--- src/rtl/axi_burst_master_64.sv ---
// AXI4 burst initiator for 64-bit data. Each command runs one single-ID INCR
// burst: a write pulls its beats from a local stream, and a read pushes the
// returned beats to a local stream. Only one burst is outstanding at a time.
// A command whose burst would cross a 4 KB page is rejected without any bus
// activity.
//
//   state | meaning
//   IDLE  | waiting for a command (cmd_ready high unless done is pulsing)
//   AW    | write address offered, waiting for awready
//   W     | write beats passed through from wr_* to m_w*
//   B     | waiting for the write response
//   AR    | read address offered, waiting for arready
//   R     | read beats passed through from m_r* to rd_*
//   REJ   | command crosses a 4 KB boundary; flag it and finish
module axi_burst_master_64 #(
    parameter int DW = 64,
    parameter int LW = 8,
    parameter int IW = 4
) (
    input  logic            s_aclk,
    input  logic            s_aresetn,

    input  logic            cmd_valid,
    output logic            cmd_ready,
    input  logic            cmd_rw,
    input  logic [31:0]     cmd_addr,
    input  logic [LW-1:0]   cmd_len,
    output logic            busy,
    output logic            done,
    output logic [1:0]      resp,
    output logic            err_4k,
    output logic            err_last,

    input  logic [DW-1:0]   wr_data,
    input  logic            wr_valid,
    output logic            wr_ready,
    output logic [DW-1:0]   rd_data,
    output logic            rd_valid,
    input  logic            rd_ready,

    output logic [31:0]     m_awaddr,
    output logic [LW-1:0]   m_awlen,
    output logic [2:0]      m_awsize,
    output logic [1:0]      m_awburst,
    output logic [IW-1:0]   m_awid,
    output logic            m_awvalid,
    input  logic            m_awready,

    output logic [DW-1:0]   m_wdata,
    output logic [DW/8-1:0] m_wstrb,
    output logic            m_wlast,
    output logic            m_wvalid,
    input  logic            m_wready,

    input  logic [IW-1:0]   m_bid,
    input  logic [1:0]      m_bresp,
    input  logic            m_bvalid,
    output logic            m_bready,

    output logic [31:0]     m_araddr,
    output logic [LW-1:0]   m_arlen,
    output logic [2:0]      m_arsize,
    output logic [1:0]      m_arburst,
    output logic [IW-1:0]   m_arid,
    output logic            m_arvalid,
    input  logic            m_arready,

    input  logic [IW-1:0]   m_rid,
    input  logic [DW-1:0]   m_rdata,
    input  logic [1:0]      m_rresp,
    input  logic            m_rlast,
    input  logic            m_rvalid,
    output logic            m_rready
);

    typedef enum logic [2:0] {
        ST_IDLE, ST_AW, ST_W, ST_B, ST_AR, ST_R, ST_REJ
    } state_t;

    state_t          state;
    logic [31:0]     addr_q;
    logic [LW-1:0]   len_q;
    logic [LW-1:0]   beat_cnt;
    logic            awvalid_q;
    logic            arvalid_q;
    logic            bready_q;
    logic            busy_q;
    logic            done_q;
    logic [1:0]      resp_q;
    logic            err_4k_q;
    logic            err_last_q;

    logic [12:0]     span_end;
    logic            cross_4k;
    logic            last_beat;
    logic            in_w;
    logic            in_r;
    logic            unused_inputs;

    // End of the burst within its 4 KB page; one past the page end is legal.
    assign span_end  = {1'b0, cmd_addr[11:3], 3'b000}
                     + (({{(13-LW){1'b0}}, cmd_len} + 13'd1) << 3);
    assign cross_4k  = span_end > 13'h1000;
    assign last_beat = (beat_cnt == len_q);
    assign in_w      = (state == ST_W);
    assign in_r      = (state == ST_R);

    // Beat IDs are not checked and the low address bits are always dropped.
    assign unused_inputs = ^{m_bid, m_rid, cmd_addr[2:0]};

    // Main sequencer: command accept, address/data/response phases, flags.
    always_ff @(posedge s_aclk) begin
        if (!s_aresetn) begin
            state      <= ST_IDLE;
            addr_q     <= '0;
            len_q      <= '0;
            beat_cnt   <= '0;
            awvalid_q  <= 1'b0;
            arvalid_q  <= 1'b0;
            bready_q   <= 1'b0;
            busy_q     <= 1'b0;
            done_q     <= 1'b0;
            resp_q     <= 2'b00;
            err_4k_q   <= 1'b0;
            err_last_q <= 1'b0;
        end else begin
            done_q <= 1'b0;
            case (state)
                ST_IDLE: begin
                    // The done cycle is spent in IDLE with busy still high.
                    if (done_q) begin
                        busy_q <= 1'b0;
                    end else if (cmd_valid) begin
                        addr_q     <= {cmd_addr[31:3], 3'b000};
                        len_q      <= cmd_len;
                        beat_cnt   <= '0;
                        resp_q     <= 2'b00;
                        err_4k_q   <= 1'b0;
                        err_last_q <= 1'b0;
                        busy_q     <= 1'b1;
                        if (cross_4k) begin
                            state <= ST_REJ;
                        end else if (cmd_rw) begin
                            state     <= ST_AR;
                            arvalid_q <= 1'b1;
                        end else begin
                            state     <= ST_AW;
                            awvalid_q <= 1'b1;
                        end
                    end
                end
                ST_REJ: begin
                    err_4k_q <= 1'b1;
                    done_q   <= 1'b1;
                    state    <= ST_IDLE;
                end
                ST_AW: begin
                    if (m_awready) begin
                        awvalid_q <= 1'b0;
                        state     <= ST_W;
                    end
                end
                ST_W: begin
                    if (wr_valid && m_wready) begin
                        beat_cnt <= beat_cnt + 1'b1;
                        if (last_beat) begin
                            bready_q <= 1'b1;
                            state    <= ST_B;
                        end
                    end
                end
                ST_B: begin
                    if (m_bvalid) begin
                        if (m_bresp != 2'b00 && resp_q == 2'b00)
                            resp_q <= m_bresp;
                        bready_q <= 1'b0;
                        done_q   <= 1'b1;
                        state    <= ST_IDLE;
                    end
                end
                ST_AR: begin
                    if (m_arready) begin
                        arvalid_q <= 1'b0;
                        state     <= ST_R;
                    end
                end
                ST_R: begin
                    if (m_rvalid && rd_ready) begin
                        if (m_rresp != 2'b00 && resp_q == 2'b00)
                            resp_q <= m_rresp;
                        if (m_rlast != last_beat)
                            err_last_q <= 1'b1;
                        beat_cnt <= beat_cnt + 1'b1;
                        // An early rlast truncates the burst.
                        if (last_beat || m_rlast) begin
                            done_q <= 1'b1;
                            state  <= ST_IDLE;
                        end
                    end
                end
                default: state <= ST_IDLE;
            endcase
        end
    end

    assign cmd_ready = (state == ST_IDLE) && !done_q;
    assign busy      = busy_q;
    assign done      = done_q;
    assign resp      = resp_q;
    assign err_4k    = err_4k_q;
    assign err_last  = err_last_q;

    assign m_awaddr  = addr_q;
    assign m_awlen   = len_q;
    assign m_awsize  = 3'b011;
    assign m_awburst = 2'b01;
    assign m_awid    = '0;
    assign m_awvalid = awvalid_q;

    assign m_wdata   = wr_data;
    assign m_wstrb   = '1;
    assign m_wlast   = in_w && last_beat;
    assign m_wvalid  = in_w && wr_valid;
    assign wr_ready  = in_w && m_wready;

    assign m_bready  = bready_q;

    assign m_araddr  = addr_q;
    assign m_arlen   = len_q;
    assign m_arsize  = 3'b011;
    assign m_arburst = 2'b01;
    assign m_arid    = '0;
    assign m_arvalid = arvalid_q;

    assign rd_data   = m_rdata;
    assign rd_valid  = in_r && m_rvalid;
    assign m_rready  = in_r && rd_ready;

endmodule

--- config.mk ---
export PLATFORM = sky130hd
export DESIGN_NAME = axi_burst_master_64
export DESIGN_NICKNAME = d
export VERILOG_FILES = /design/src/rtl/axi_burst_master_64.sv
export SDC_FILE = /design/constraint.sdc
export NUM_CORES = 1
export LEC_CHECK = 0
export ABC_AREA = 0
export CORE_AREA = 2 2 171 173
export DETAILED_ROUTE_END_ITERATION = 12
export DIE_AREA = 0 0 173 175
export GPL_TIMING_DRIVEN = 0
export PLACE_DENSITY = 0.49
export SYNTH_ARGS = -nofsm -noshare
export SYNTH_HDL_FRONTEND = slang
export SYNTH_SLANG_ARGS = --single-unit
--- constraint.sdc ---
create_clock -name s_aclk -period 2.35 [get_ports s_aclk]
set_input_delay 0.235 -clock s_aclk [delete_from_list [all_inputs] [get_ports s_aclk]]
set_output_delay 0.235 -clock s_aclk [all_outputs]
set_load 0.02 [all_outputs]
==> results.toml, run 1 <==
[die]
row_count = 62
die_h_um = 175
io_pins = 441
initial_core_util_pct = 16.28
die_area_mm2 = 0.03028
die_x_um = 173
core_mm2 = 0.02839

[global_route]
grt_antenna_before_repair = 2
grt_pass1_vias = 4520
grt_max_degree = 11
grtUsageTotal_pct = 10.69
gr-total-overflow = 0
grt_pass1_wl_um = 25390

[min_path]
hold_depth = 3
hold_path_end = "m_arlen[0]$_SDFFE_PN0P_"
hp-class = "input port to flop"
hold_start = "cmd_len[0]"

[synthesis]
ys_ff_latch = 57
async_flop_share_pct = 0
yosysTopAreaCellShare_pct = 31.99
syn_area_mm2 = 0.004623
yosys_warnings = 0
seq_area_frac_synth_pct = 24.68
synth_top_cell_by_area = "buf_4"
avgSynthCellArea_um2 = 7.916
synthCells = 584
ys_types = 56
ys.flop_type = "dfxtp_1"
synth_edf_count = 0
yosys-top-cells-area = "buf_4 32%, dfxtp_1 25%, nand2_1 7.7%"

[setup_path]
startpoint = "cmd_len[7]"
timing.rr.start = "beat_cnt[1]$_SDFFE_PN0P_"
path_max_fanout = 5
reg2reg_depth = 9
crit_path_max_incr_delay_ns = 0.53
crit_chain = "clkdlybuf4s50_1 > xnor2_2 > ha_4 > a21o_1 > a222oi_1 > o211ai_1 > a2111oi_4 > buf_6 > nor2_4 > o311a_1"
crit_required_ns = 2.56
setup.worst_path.start_class = "input port"
slowest_stage = "clkdlybuf4s50_1"
crit_arrival_ns = 2.66
critical-path-top-delay-family = "compound AO/OA/AOI/OAI gates"
cp_num_buf_inv = 2
worstReg2RegEnd = "state[0]$_SDFFE_PN0P_"
cp-end-kind = "flop"
crit_type = "input port to flop"
worst-r2r-setup-slack_ns = 0.21

[cells_and_area]
num_antenna_cells = 0
drive_gt1_share_pct = 28.32
area_growth_pct = 81.22
fin_util_pct = 29.51
layout.nets = 1105

[power_and_ir_drop]
pwr-share-comb_pct = 53.2
leakage_nw = 3.579
pwr-share-clk_pct = 23.2
seq_power_share_pct = 23.6
intPower_mw = 3.406
switching_share_pct = 38.93
power_switching_mw = 2.171
total_power_mw = 5.577
ir_worst_vdd_mv = 0.2711
power_density_mw_per_mm2 = 665.7

[clocking]
clk_path_buf_depth = 2
cts.clk_slew.worst_paths_ns = 0.05
clock_latency_ns = 0.32
htree_levels = 3
clock_sinks = 57
cts_tree = "yes"
cts-buffers-inserted = 9
cts_root_buffer = "clkbuf_16"

[timing]
max_freq_mhz = 408.1
finalCriticalPeriod_ns = 2.450
post-route-period-util_pct = 104.3
drv_slew = 0
final.setup.worst_slack_ns = -0.1002
worst_pin_slew_ns = 0.5860
relSlewSlack_pct = 60.38
rsz0062_at_grt = "yes"
setup_viol = 2
skew_ns = 0.004949
hold_viol = 0

[drt]
finalWirelength_um = 17100
drc = 0
drt_iter0_markers = 162
dr.pass1.iters = 4
wl_per_cell_um = 13.28
routed_via_density = 3.644
ant_nets = 0
routed-via-count = 4693

[place]
dp_slack_ns = -1.162
io_buffers = 269
hpwlAfterDp_um = 14370
place.gp.congestion = 0.7504

[outcome]
run_status = "complete, but fails checks"
violations = "setup timing"

[job]
max_cap_viol_count = 0
## worst max path at each step
| stage | endpoint | slack (ns) | cells past startpoint |
|---|---|---|---|
| after CTS | state[1]$_SDFFE_PN0P_ | -0.1 | 13 |
| final | state[1]$_SDFFE_PN0P_ | -0.10 | 10 |
| after global placement | state[1]$_SDFFE_PN0P_ | -1.16 | 12 |
| after global routing | state[1]$_SDFFE_PN0P_ | -0.20 | 13 |
| after floorplan | state[1]$_SDFFE_PN0P_ | -0.12 | 11 |
| after detailed placement | state[1]$_SDFFE_PN0P_ | -1.16 | 12 |
## state kept, by name (all words and copies together), names as in the netlist, 2 cells and up
signal and cells:
m_araddr 29, beat_cnt 8, m_arlen 8, state 3, resp 2
## cell usage in the layout, fill, tap and decap left out, drive strengths merged, types with 11 or more instances in the layout
| master | n |
|---|---|
| a21boi | 39 |
| a21oi | 11 |
| and3 | 11 |
| buf | 207 |
| clkbuf | 32 |
| clkdlybuf4s50 | 257 |
| conb | 32 |
| dfxtp | 57 |
| ha | 13 |
| inv | 12 |
| nand2 | 95 |
| nor2 | 22 |
| o21ai | 12 |
| xor2 | 16 |
## final cells by class
| type | count | area (um^2) |
|---|---|---|
| Inverter | 12 | 45.04 |
| Buffer | 216 | 1577 |
| Timing Repair Buffer | 274 | 2728 |
| Multi-Input combinational cell | 329 | 2116 |
| Sequential cell | 57 | 1142 |
| Clock buffer | 13 | 250.2 |
| Tap cell | 384 | 480.5 |
| Clock inverter | 3 | 40.04 |
| Fill cell | 3099 | 20010 |
## tightest hold or removal path: cells and delay by family
family	cells	cell delay, ns
buffers and inverters	1	0.11
AND/OR/NAND/NOR	1	0.05
AO/OA/AOI/OAI	1	0.05
## cells in the mapped netlist (3+ instances only)
master,count
ha_1,13
nor2_1,22
buf_4,197
nor4_1,5
o211ai_1,3
and3_1,11
a21oi_1,9
xnor2_1,6
nor2b_1,5
nand2b_1,4
xor2_1,16
inv_1,12
a21boi_1,19
dfxtp_1,57
o21a_1,3
a21boi_0,20
nand2_1,95
nand4_1,7
o21ai_0,8
nand3_1,6
clkbuf_1,17
## layer usage
metal	share of wire, %	global-route usage [%]	routed length, um	vias to the layer above
li1	-	-	-	2340
met1	41	12.52	7066	2101
met2	50	18.95	8488	236
met3	8.0	3.372	1376	12
met4	0.81	2.542	138	4
met5	0.18	0	31	-
## power by group through the flow
stage | sequential [mW] | clock, mW | combinational, mW
finish | 1.31 | 1.29 | 2.97
global route | 1.35 | 1.40 | 3.20
CTS | 1.32 | 1.36 | 2.99
detailed placement | 1.33 | 0 | 2.95
global placement | 1.33 | 0 | 2.94
floorplan | 1.45 | 0 | 1.56
## cell families (layout without fill, tap and decap cells)
kind of cell               Yosys count  after routing  synth area share (%)
AOI/OAI and AO/OA                   96             96                 16.29
other                                2             32                0.1624
buffers and inverters              228            518                 34.70
xor gates and xnor gates            22             22                 4.168
DFF                                 57             57                 24.68
muxes                                1              1                0.2165
adders and majority gates           14             14                 3.951
and+or+nand+nor                    164            164                 15.83
## per-stage QoR
stage | hold WS, ns | setup TNS (ns) | std cells | instance area, um^2
floorplan | 0.3699 | -0.2298 | 614 | 4760
global placement | 0.4437 | -26.75 | 1267 | 7933
detailed placement | 0.4436 | -23.86 | 1267 | 7933
CTS | 0.1476 | -0.1819 | 1287 | 8342
global route | 0.1658 | -0.5128 | 1288 | 8378
finish | 0.1680 | -0.1728 | 1288 | 8378
## timing repair
action                                  CTS  global route
buffers inserted                          4             1
endpoints found under the setup margin   35            29
hold buffers                              0             0
gates resized for setup                  54            19
pin swaps                                13            10
Note: power is estimated with default switching activity, not from simulation.
==> run 2, diff against run 1 <==
- PLACE_DENSITY: 0.49 -> 0.57
==> results.toml, run 2 (synthesis results as in run 1) <==
[drt]
finalWirelength_um = 17340
routed-via-count = 4743
wl_per_cell_um = 13.41
routed_via_density = 3.668
dr.pass1.iters = 4
drt_iter0_markers = 163
drc = 0
ant_nets = 0

[setup_path]
setup.worst_path.start_class = "input port"
reg2reg_depth = 10
cp-end-kind = "flop"
crit_required_ns = 2.57
startpoint = "cmd_len[0]"
crit_arrival_ns = 2.58
path_max_fanout = 5
crit_type = "input port to flop"
timing.rr.start = "beat_cnt[1]$_SDFFE_PN0P_"

[cells_and_area]
layout.nets = 1109
final_common_cell = "clkdlybuf4s50_1"
final_area_mm2 = 0.008409
ff_latch_area_mm2 = 0.001142
layout.cells.non_filler = 1293
multi_input_area_mm2 = 0.002101
drive_gt1_share_pct = 29.41
largest_reg_flops = 29
fillers = 3044
mostFrequentLayoutCells = "255 x clkdlybuf4s50_1, 207 x buf_4, 95 x nand2_1"
fin_util_pct = 29.62
area_growth_pct = 81.89

[power_and_ir_drop]
power_density_mw_per_mm2 = 667.9
leakage_nw = 3.621
ir_worst_vdd_mv = 0.2742

[global_route]
grt_max_degree = 12
grt_antenna_before_repair = 3
gr-total-overflow = 0
grtUsageTotal_pct = 10.95
grt_pass1_wl_um = 25850
grt_pass1_vias = 4561

[clocking]
clock_sinks = 57
cts.clk_slew.worst_paths_ns = 0.05
clk_path_buf_depth = 2
cts-buffers-inserted = 9
cts_root_buffer = "clkbuf_16"
clock_latency_ns = 0.33
htree_levels = 3
cts_tree = "yes"

[timing]
finalSetupTns_ns = -0.01138
rsz0062_at_grt = "yes"
post-route-period-util_pct = 100.5
skew_ns = 0.008123
hold_viol = 0
finalCriticalPeriod_ns = 2.361
drv_slew = 0
setup_viol = 1
worst_pin_slew_ns = 0.5569
whs_ns = 0.1478
relSlewSlack_pct = 62.35
max_freq_mhz = 423.5
final.setup.worst_slack_ns = -0.01138

[die]
row_count = 62
core_mm2 = 0.02839
die_area_mm2 = 0.03028
die_h_um = 175
die_x_um = 173
initial_core_util_pct = 16.28
io_pins = 441

[outcome]
violations = "setup timing"
run_status = "complete, but fails checks"

[place]
io_buffers = 269
hpwlAfterDp_um = 14630
place.gp.congestion = 0.8208
place_inst = 1268
dpl_cell_area_mm2 = 0.007938

[min_path]
hold_start = "cmd_len[1]"
hold_depth = 3
hp-class = "input port to flop"

[job]
max_cap_viol_count = 0
[run 2: changes by cell type in the layout (fill, tap and decap cells not counted), moves of 2 or more]
cell and delta:
buf_2 +2, ha_1 +2, clkbuf_4 -2, buf_4 +5
nor4_2 +2, clkbuf_1 -5, nor2_2 +2, clkinv_2 +2
clkdlybuf4s50_1 -2
[run 2: final timing paths]
| kind | to | slack (ns) |
|---|---|---|
| worst max register to register | state[0]$_SDFFE_PN0P_ | 0.16 |
| worst min-delay path | m_arlen[1]$_SDFFE_PN0P_ | 0.15 |
| worst max-delay path | state[1]$_SDFFE_PN0P_ | -0.01 |
| worst min register to register | m_arvalid$_SDFFE_PN0P_ | 0.46 |
[run 2: what timing repair did]
action | 4_1_cts | 5_1_grt
pin swaps | 18 | 6
gates resized for setup | 54 | 24
hold buffers | 0 | 0
setup buffers | 7 | 2
endpoints found under the setup margin | 21 | 29
[run 2: power breakdown]
part           switching (mW)  internal [mW]
Clock                   0.471          0.840
Sequential              0.167           1.14
Combinational            1.55           1.45
Total                    2.19           3.42
[run 2: critical path, stage by stage]
cell and delay (ns):
buf_12 0.11, ha_4 0.16, xor2_1 0.21, ha_1 0.32, a21oi_4 0.20, a21oi_2 0.10
a2111o_1 0.42, a2111oi_4 0.28, buf_4 0.19, nor2_2 0.03, o311a_1 0.31
[run 2: metrics by stage]
stage | total power, mW | setup slack, ns
6_report | 5.616 | -0.01138
5_1_grt | 5.992 | -0.1512
4_1_cts | 5.682 | -0.04188
3_5_place_dp | 4.285 | -1.158
3_3_place_gp | 4.264 | -1.156
2_1_floorplan | 3.015 | -0.1210
[run 2: layout make-up]
class / instances / area share (%)
antenna: 1 / 0.02976
buffer: 215 / 18.69
clock buffer: 10 / 2.842
clock inverter: 6 / 0.6844
inverter: 12 / 0.5356
multi-input combinational: 329 / 24.98
sequential: 57 / 13.58
tap: 384 / 5.713
timing repair buffer: 279 / 32.94
[run 2: metal layers]
metal	GRT usage, %	routed length, um	up-vias	part of all wire [%]
met4	2.754	94	2	0.54
li1	-	-	2344	-
met1	12.35	6743	2131	39
met3	3.655	1544	11	8.9
met5	0	16	-	0.092
met2	19.77	8936	255	52
==> patch, RTL diff (config.mk and constraints of run 1) <==
Register the output `err_last` once more, with the module's reset; this adds one clock of latency there. The other outputs are not delayed to match.
--- a/src/rtl/axi_burst_master_64.sv
+++ b/src/rtl/axi_burst_master_64.sv
@@ -208,7 +208,13 @@
     assign done      = done_q;
     assign resp      = resp_q;
     assign err_4k    = err_4k_q;
-    assign err_last  = err_last_q;
+    always_ff @(posedge s_aclk) begin
+        if (!s_aresetn) begin
+            err_last <= '0;
+        end else begin
+            err_last <= err_last_q;
+        end
+    end
 
     assign m_awaddr  = addr_q;
     assign m_awlen   = len_q;
Check against the original RTL: not equivalent (Yosys sat finds a counterexample within 4 cycles, from zero or initial values and one cycle with s_aresetn low).
==> patch against run 1 <==
  * Sequential cell count rose by 1
  * The run still ends with setup timing left
  * Clock power rose by 12%
  * Wire length rose by 1.5%
  * Power rose by 8.4%
  * Setup slack got worse by 0.027 ns
  * Sequential share of layout area rose by 0.32 points
  * Cell area fell by 0.61%
  * Synthesized area fell by 3.8%
==> patch: results (changes against run 1) <==
cp_top_family: "compound AO/OA/AOI/OAI gates"
antenna_found_initial: 0  # -2
hp-start: "cmd_addr[3]"
firstDrtPassIters: 4  # unchanged
path_clk_slew_ns: 0.06
status: "finished with violations"
p_int_mw: 3.69  # +8.3%
synthTopCellsByCount: "buf_4, nand2_1, dfxtp_1, a21oi_1, nor2_1"
finClkSkew_ns: 0.0126  # +0.00764 ns
min_path_type: "input port to flip-flop"
r2r-start: "state[2]"
gp_congestion: 0.826  # +10%
violations: "setup timing"
finalNetCount: 1100  # -0.45%
avgSynthCellArea_um2: 7.77  # -1.8%
wl_um: 17400  # +1.5%
hpwl_um: 14600  # +1.3%
setup_violations: 4  # +2
peakVddDrop_v: 0.000311  # +15%
dp_slack_ns: -1.37  # -0.207 ns
placed_cell_area_mm2: 0.00776  # -2.2%
path_max_fanout: 5  # unchanged
tightest_slew_ns: 0.563  # -0.0229 ns
port_buffers: 269  # unchanged
via_per_inst: 3.64  # about the same
ys_warn_count: 0  # unchanged
yosysUniqueCellTypes: 47  # -16%
grt_pass1_wl_um: 25400  # about the same
largest_register_ffs: 29  # unchanged
grt_max_degree: 11  # unchanged
setup_ws_ns: -0.127  # -0.0270 ns
crit_path_max_incr_delay_ns: 0.33  # -0.20 ns
cts_root_buffer: "clkbuf_16"
slowest_stage: "a221o_1"
drive_above_1_share_pct: 29.5  # +1.2 points
synth.area.top_cells: "buf_4, dfxtp_1, nand2_1"
cts_buffers: 9  # unchanged
grtUsageTotal_pct: 10.8  # +0.13 points
insertion_delay_ns: 0.33
cp-startpoint: "cmd_len[0]"
ys.flop_type: "dfxtp_1"
clockBufferDepth: 2  # unchanged
route.vias.total: 4671  # -0.47%
ys_seq_area_share_pct: 26.1  # +1.4 points
async_reset_ff_share_pct: 0  # unchanged
grt_pass1_vias: 4580  # +1.3%
p_leak_nw: 3.59  # +0.29%
fin_setup_tns_ns: -0.392  # -0.220 ns
drt_iter0_drc: 120  # -26%
patch: final timing paths:
| kind | end | slack [ns] | depth (start not counted) |
|---|---|---|---|
| max | state[0] | -0.13 | 13 |
| min | m_araddr[3] | 0.16 | 3 |
| max reg2reg | state[0] | 0.11 | 7 |
| min reg2reg | err_last | 0.46 | 1 |
patch: cell type report:
type	count	area (um2)
sequential	58	1160
clock buffer	12	256
tap	384	480
timing repair buffer	282	2790
buffer	215	1560
inverter	9	33.8
clock inverter	4	73.8
multi-input combinational	319	1980
fill	3094	20100
patch: timing repair:
item                                   in CTS  in global routing
setup endpoints to repair                  31                 28
endpoints found under the hold margin       0                  0
pin swaps                                  17                 18
resized for setup                          58                 23
buffers inserted                            8                  5
patch: metal layers:
| layer | GRT usage, % | share of wire, % |
|---|---|---|
| met4 | 2.90 | 1.3 |
| met5 | 0 | 0 |
| met3 | 4.09 | 9.7 |
| met1 | 11.7 | 38 |
| met2 | 19.8 | 51 |
patch: logic make-up after synthesis:
family / Yosys count / synth area share, %
and+or+nand+nor: 156 / 15.7
xor gates and xnor gates: 25 / 4.92
buffers and inverters: 225 / 35.6
muxes: 2 / 0.450
DFF: 58 / 26.1
other: 2 / 0.169
AOI/OAI and AO/OA: 90 / 12.9
adders and majority gates: 14 / 4.11
patch: power by group through the flow:
stage / registers, mW / clock network (mW) / logic (mW)
2_1_floorplan: 1.49 / 0 / 1.70
3_3_place_gp: 1.36 / 0 / 3.16
3_5_place_dp: 1.36 / 0 / 3.17
4_1_cts: 1.36 / 1.50 / 3.22
5_1_grt: 1.39 / 1.56 / 3.50
6_report: 1.35 / 1.45 / 3.24
patch: tightest hold or removal path, delay by kind of cell:
kind	cells	cell delay [ns]
simple gates	1	0.06
buf+inv	1	0.10
compound gates	1	0.05
